File: config.mk
export PLATFORM = sky130hd
export DESIGN_NAME = down_counter8_timer
export DESIGN_NICKNAME = d
export VERILOG_FILES = /design/src/rtl/down_counter8_timer_pkg.sv /design/src/rtl/down_counter8_prescaler.sv /design/src/rtl/down_counter8_timer.sv
export SDC_FILE = /design/constraint.sdc
export NUM_CORES = 1
export LEC_CHECK = 0
export ABC_AREA = 1
export CORE_UTILIZATION = 35
export CTS_CLUSTER_DIAMETER = 30
export DETAILED_ROUTE_END_ITERATION = 6
export GPL_TIMING_DRIVEN = 1
export SYNTH_ARGS = -nofsm -noshare
export SYNTH_HDL_FRONTEND = slang
export SYNTH_SLANG_ARGS = --single-unit
File: constraint.sdc
create_clock -name Clock -period 1.79 [get_ports Clock]
set_clock_uncertainty 0.2 [all_clocks]
set_input_delay 0.358 -clock Clock [delete_from_list [all_inputs] [get_ports Clock]]
set_output_delay 0.358 -clock Clock [all_outputs]
set_load 0.05 [all_outputs]
File: src/rtl/down_counter8_timer_pkg.sv
// Shared definitions for the down_counter8_timer block.
//   state_e          : FSM state encoding (IDLE / RUN / DONE)
//   DEFAULT_WIDTH    : default counter/data width in bits
//   DEFAULT_PRESCALE : default enabled clocks per decrement tick
package down_counter8_timer_pkg;

  typedef enum logic [1:0] {
    ST_IDLE = 2'b00,
    ST_RUN  = 2'b01,
    ST_DONE = 2'b10
  } state_e;

  localparam int DEFAULT_WIDTH    = 8;
  localparam int DEFAULT_PRESCALE = 1;

endpackage

File: src/rtl/down_counter8_prescaler.sv
// Prescaler for the down counter timer: counts enabled clocks and emits a
// one-cycle tick on every PRESCALE-th one.
//   clk     : rising-edge clock
//   rst_n   : asynchronous active-low reset
//   clear   : synchronous restart of the prescale phase (takes priority)
//   advance : count this clock toward the next tick
//   tick    : high for the clock on which the phase reaches PRESCALE-1
module down_counter8_prescaler
  import down_counter8_timer_pkg::*;
#(
  parameter int PRESCALE = DEFAULT_PRESCALE
) (
  input  logic clk,
  input  logic rst_n,
  input  logic clear,
  input  logic advance,
  output logic tick
);

  // One bit minimum so PRESCALE = 1 still has a legal (always zero) phase.
  localparam int PS_W = (PRESCALE > 1) ? $clog2(PRESCALE) : 1;
  localparam logic [PS_W-1:0] LAST = PS_W'(PRESCALE - 1);

  logic [PS_W-1:0] phase_q, phase_d;

  assign tick = advance && (phase_q == LAST);

  always_comb begin
    phase_d = phase_q;
    if (clear) begin
      phase_d = '0;
    end else if (advance) begin
      phase_d = tick ? '0 : phase_q + 1'b1;
    end
  end

  always_ff @(posedge clk or negedge rst_n) begin
    if (!rst_n) begin
      phase_q <= '0;
    end else begin
      phase_q <= phase_d;
    end
  end

endmodule

File: src/rtl/down_counter8_timer.sv
// Loadable down counter used as a programmable interval timer.
// Counts a loaded value down to zero on prescaled ticks, raises a sticky
// Expired flag at terminal count, and can auto-reload the loaded value.
//   Clock   : rising-edge clock
//   Reset   : asynchronous active-low reset
//   Enable  : advances prescaler/counter while running
//   Load    : synchronous load of Data into Count and the reload register
//   Data    : load value
//   Reload  : auto-reload select, sampled at each terminal tick
//   Ack     : clears Expired (and returns DONE to IDLE)
//   Count   : current count (registered)
//   Zero    : Count == 0
//   Expired : sticky terminal-count flag (registered)
//   Busy    : high while running
module down_counter8_timer
  import down_counter8_timer_pkg::*;
#(
  parameter int WIDTH    = DEFAULT_WIDTH,
  parameter int PRESCALE = DEFAULT_PRESCALE
) (
  input  logic             Clock,
  input  logic             Reset,
  input  logic             Enable,
  input  logic             Load,
  input  logic [WIDTH-1:0] Data,
  input  logic             Reload,
  input  logic             Ack,
  output logic [WIDTH-1:0] Count,
  output logic             Zero,
  output logic             Expired,
  output logic             Busy
);

  localparam logic [WIDTH-1:0] ONE = WIDTH'(1);

  state_e           state_q,   state_d;
  logic [WIDTH-1:0] count_q,   count_d;
  logic [WIDTH-1:0] reload_q,  reload_d;
  logic             expired_q, expired_d;
  logic             advance;
  logic             tick;

  // A load restarts the interval, so it must not also advance the prescaler.
  assign advance = (state_q == ST_RUN) && Enable && !Load;

  down_counter8_prescaler #(
    .PRESCALE (PRESCALE)
  ) u_prescaler (
    .clk     (Clock),
    .rst_n   (Reset),
    .clear   (Load),
    .advance (advance),
    .tick    (tick)
  );

  always_comb begin
    state_d   = state_q;
    count_d   = count_q;
    reload_d  = reload_q;
    expired_d = expired_q;

    // Ack clears first so that a terminal tick in the same cycle wins.
    if (Ack) begin
      expired_d = 1'b0;
    end

    if (Load) begin
      count_d  = Data;
      reload_d = Data;
      state_d  = (Data != '0) ? ST_RUN : ST_IDLE;
    end else begin
      unique case (state_q)
        ST_RUN: begin
          if (tick) begin
            if (count_q == ONE) begin
              expired_d = 1'b1;
              if (Reload) begin
                // Jump straight to the reload value: no cycle spent at 0.
                count_d = reload_q;
              end else begin
                count_d = '0;
                state_d = ST_DONE;
              end
            end else if (count_q != '0) begin
              count_d = count_q - 1'b1;
            end
          end
        end
        ST_DONE: begin
          if (Ack) begin
            state_d = ST_IDLE;
          end
        end
        ST_IDLE: begin
          state_d = ST_IDLE;
        end
        default: begin
          // Unused encoding: recover to a quiet state.
          state_d = ST_IDLE;
        end
      endcase
    end
  end

  always_ff @(posedge Clock or negedge Reset) begin
    if (!Reset) begin
      state_q   <= ST_IDLE;
      count_q   <= '0;
      reload_q  <= '0;
      expired_q <= 1'b0;
    end else begin
      state_q   <= state_d;
      count_q   <= count_d;
      reload_q  <= reload_d;
      expired_q <= expired_d;
    end
  end

  assign Count   = count_q;
  assign Zero    = (count_q == '0);
  assign Expired = expired_q;
  assign Busy    = (state_q == ST_RUN);

endmodule

* Yosys cells after proc, flatten, opt, wreduce, memory -nomap -nowiden
Cells that the tools add are included.
** Word-level totals
- Word-level logic and storage cells :: 49
- Input port bits :: 14
- Bits in registers :: 20
- Output and inout port bits :: 11
** Cells by class
- Bitwise logic cells :: 1
- Reduce and logical (&&, ||, !) cells :: 13
- Mux-type cells :: 21
- Eq/ne operators :: 7
- $add $sub $neg :: 2
** Operators with widths (number)
- two-way mux 8 bit :: 6
- nonzero test 8 bit :: 2
- two-way mux 2 bit :: 5
- two-way mux 1 bit :: 9
- equality test 8 x 1 -> 1 bit (second input constant) :: 1
- zero test 8 bit :: 1
- subtractor 8 x 1 -> 8 bit (second input constant) :: 1
- inequality test 3 x 2 -> 1 bit (second input constant) :: 2
- inequality test 3 bit (second input constant) :: 2
- nonzero test 2 bit :: 3
- one-hot mux 2 bit (2 select lines) :: 1
- AND reduction 4 bit :: 1
- logical AND 1 bit :: 3
- AND reduction 3 bit :: 1
- nonzero test 3 bit :: 1
- equality test 2 x 1 -> 1 bit (second input constant) :: 1
- equality test 2 bit (second input constant) :: 1
- adder 1 bit (second input constant) :: 1
- zero test 1 bit :: 1
- NOT 1 bit :: 1

* Depth between registers and ports, before layout
- Depth after elaboration :: 7
- Depth in mapped cells :: 11
- Gate-level depth less buffers :: 10

* By module
A second synthesis with hierarchy kept.
** Second synthesis, totals
- Cell total of the unflattened synthesis :: 169
- Area, all modules :: 1212.4 um^2
** By module, submodules not included
- down_counter8_timer :: times used 1, cells an instance 164, area each 1169.9 um^2, sequential area each 475.5 um^2
- down_counter8_prescaler :: times used 1, cells an instance 5, area each 42.5 um^2, sequential area each 25.0 um^2

* Worst setup path after synthesis
No wires, ideal clock.
- Path type :: register -> register
- Start point :: reg count_q[0], in the netlist Count[0]
- End point :: reg count_q[6], in the netlist Count[6]
- Library setup time :: 113 ps
- Path slack :: -401 ps
- Arrival :: 1879 ps
- Required time :: 1477 ps
- Period minus slack after synthesis :: 2191 ps
- Cell stages (with the launch flop) :: 10
- Path buffers :: 0
- Cells stage by stage :: dfrtp_1 > inv_1 > ha_1 > nand2_1 > nor2_2 > nand3_1 > nand2_2 > nand2_1 > nand2_1 > inv_1
** Between the ends
- Cells in the longest elaborated chain, start to end :: 6
- Elaborated cells between the ends (all ways) :: 10
- Those cells by class :: 1 x add/sub; 1 x eq/ne; 5 x mux; 3 x reduce/logical
** Ends and longest elaborated chain
- start, declared :: RTL line down_counter8_timer.sv:37 : logic [WIDTH-1:0] count_q, count_d;
- start signal, assigned :: RTL line down_counter8_timer.sv:113 : count_q <= count_d;
- subtractor 8 x 1 -> 8 bit :: RTL line down_counter8_timer.sv:85 : count_d = count_q - 1'b1;
- two-way mux 8 bit :: RTL line down_counter8_timer.sv:84 : end else if (count_q != '0) begin
- two-way mux 8 bit :: RTL line down_counter8_timer.sv:75 : if (count_q == ONE) begin
- two-way mux 8 bit :: RTL line down_counter8_timer.sv:74 : if (tick) begin
- two-way mux 8 bit :: RTL line down_counter8_timer.sv:72 : unique case (state_q)
- two-way mux 8 bit :: RTL line down_counter8_timer.sv:67 : if (Load) begin
Parallel ways exist; a longest one is shown, timed or not. The select of a mux whose other input is x is not followed.
A chain may end at the register's enable or synchronous reset.

* Final worst setup path
- Start point :: reg count_q[1], in the netlist Count[1]
- End point :: out Zero
** Between the ends
- Cells in the longest elaborated chain, start to end :: 1
** Ends and longest elaborated chain
- zero test 8 bit :: RTL line down_counter8_timer.sv:120 : assign Zero = (count_q == '0);
- end, declared :: RTL line down_counter8_timer.sv:29 : output logic Zero,
No other way between the ends.

==> run metrics <==
share of layout cells above drive strength 1 32.6%; root buf cell clkbuf_4; total CTS buffers 3; Core Rows 21; clk buf depth 2; Post-synth EDFFs 0; Min Hold Slack 181 ps; Tcrit/Tclk final 101%; P&R area growth vs syn 59.1%; Starting Density 36.5%; top post-synthesis cells by area dfrtp_1 41%, nand2_1 21%, inv_1 6.2%; logic gate share of total power 50.4%; outcome finished, violations left; max_cap viols 0; RSZ-0062 raised after global routing true; DR vias 1259; Cell Count, Final, Fillers Out 270; Clk pwr share 16.4%; Psw 644 uW; drt pass-1 iters 4; Final HPWL DP 2400 microns; first-pass GRT wire length 5180 microns; total grt overflow 0; Yosys top cell by area dfrtp_1; Avg Cell Area, Syn 7.08 sq um; worst ir drop on vdd 0.000486 V; launch point of the worst reg-to-reg path Count[1]; failing checks setup timing; Yosys top cell area share 41.1%; Fin. Hold Viols 0; Die X 61.0 microns; Synth Flop Type dfrtp_1; P_leak 0.000987 uW; Routability Congestion 0.862; final net count 242; clk sink count 20; fin crit period 1800 ps; worst endpoint required time 1230 ps; count leader, synth nand2_1; P_int 1030 uW; worst r2r path cells 12; DR iter-0 viols 47; Sequential Power Share 33.2%; Cells after Synth 172; CTS Hold Buffers Added 0; Synth cell types 25; Antenna diodes 0; Die Y 61.0 microns; drt total wl 3150 microns; Worst-path clk slew 120 ps; Worst setup EP type output pin; leading cell types by count after synthesis 67 x nand2_1, 20 x dfrtp_1, 20 x inv_1; startpoint types flop; worst skew pair latency 300 ps; final setup vio count 1; max-slew violation count 0; Worst Max-Slew Pin Slew 341 ps; DR WL/cell 11.7 microns; Fillers 313; initial antenna violation count 0; I/O Buffers 24; htree depth 1; Crit path max-delay family flip-flops; Hold WC Path Type in2async; Setup CP Type reg2out; Fmax 556 MHz; CTS tree yes; ys async rst share 100%; PnR worst setup slack -9.13 ps; final core utilization 58.0%; # DRC 0; yosys warns 0; Worst Setup SP Count[1]; Routed Antenna Nets 0; crit path cell chain inv_2 -> ha_4 -> nand2_4 -> nor2_4 -> buf_12; Slew HR 77.0%; sequential fraction of the synthesis area 41.1%; post-placement cell count 254; #FFs+latches synth 20; Top Ports 25; Post-Syn Area 1220 sq um; Arrival @ worst endpoint 1240 ps; Synthesized Nets 189; CP Buf/Inv Count 2; flop-to-flop setup slack 80 ps; WP depth 5; routed vias/inst 4.66; die footprint 3720 sq um; Worst path max stage delay 430 ps; crit path max fanout 2; slowest CP cell dfrtp_2; gr usage total 19.1%; pwr/cell area 865 nW/um^2; vias in the first global route 1217; Switching Fraction 38.4%; Core Footprint 3340 sq um; largest net degree at the start of global routing 21
## cell families after synthesis
logic type | after synthesis | share of synthesized area (%)
flip-flops | 20 | 41.1
AND/OR/NAND/NOR | 112 | 40.7
XOR/XNOR | 2 | 1.44
buffers and inverters | 25 | 8.63
AO/OA/AOI/OAI | 10 | 5.04
adder cells (fa/ha/maj) | 3 | 3.08
## through the flow
step / setup TNS (ps) / worst slack, ps / total power (uW) / cell area [sq um]
2_1_floorplan: -151 / -40.8 / 968 / 1260
3_3_place_gp: -278 / -75.9 / 1300 / 1760
3_5_place_dp: -461 / -107 / 1310 / 1760
4_1_cts: -31.4 / -31.4 / 1650 / 1880
5_1_grt: -179 / -89.8 / 1770 / 1940
6_report: -9.13 / -9.13 / 1670 / 1940
## cells in the final DEF (no fill, tap or decap)
| cell | instances |
|---|---|
| buf_6 | 2 |
| o21bai_1 | 1 |
| buf_4 | 27 |
| a21oi_1 | 1 |
| nor4_1 | 3 |
| nand2_4 | 3 |
| nand3_2 | 1 |
| o21ai_2 | 1 |
| nand4_1 | 4 |
| dfrtp_2 | 8 |
| dfrtp_1 | 12 |
| clkbuf_4 | 3 |
| nor3_1 | 1 |
| inv_1 | 18 |
| clkbuf_8 | 1 |
| ha_1 | 1 |
| ha_4 | 2 |
| nor2_4 | 5 |
| xor2_1 | 1 |
| nor2_2 | 2 |
| nand2_2 | 5 |
| o21ai_0 | 2 |
| nand2_1 | 65 |
| o21ai_1 | 3 |
| xnor2_1 | 1 |
| buf_12 | 11 |
| o211ai_1 | 1 |
| nand3_1 | 14 |
| clkdlybuf4s50_1 | 13 |
| inv_2 | 2 |
| o21a_1 | 1 |
| nor2_1 | 9 |
## power groups by stage
stage / registers, uW / logic [uW] / clock network [uW]
floorplan: 700 / 268 / 0
global placement: 579 / 723 / 0
detailed placement: 580 / 731 / 0
CTS: 552 / 818 / 278
global route: 562 / 910 / 297
finish: 556 / 844 / 275
## final cells by class
type | count | area, sq um | share of cell area, %
multi-input combinational | 127 | 682 | 35.2
timing repair buffer | 53 | 576 | 29.7
sequential | 20 | 510 | 26.4
inverter | 20 | 75.1 | 3.88
tap | 46 | 57.6 | 2.97
clock buffer | 4 | 36.3 | 1.87
## registers in the layout, indices dropped and copies added, names as in the netlist
register / cells
Count: 8
Expired: 1
reload_q: 8
state_q: 2
u_prescaler.phase_q: 1
## metal layers
layer  vias to the layer above  global-route usage [%]  wire length [microns]
li1                        646                       -                      -
met1                       580                    24.9                   1440
met2                        26                    32.0                   1550
met3                         7                    1.92                     89
met4                         0                    8.44                     74
met5                         -                       0                      0
## path summary, 6_finish.rpt
path | end
setup / recovery | Zero
hold / removal | u_prescaler.phase_q
setup reg to reg | Count[6]
hold reg to reg | reload_q[0]
max in group asynchronous | Count[1]
min in group Clock | reload_q[0]
## what timing repair did
item,CTS,global route
pin swaps,5,5
resized for setup,4,8
cloned,0,0
setup endpoints to repair,1,11
buffers inserted,8,4
hold endpoints to repair,0,0
## worst reg2reg max path: cells and delay by family, from the launching register on
kind | cells | cell delay, ps
adders and majority gates | 1 | 120
buffers and inverters | 4 | 400
DFF | 1 | 430
and+or+nand+nor | 7 | 510
Note: power is estimated with default switching activity, not from simulation.
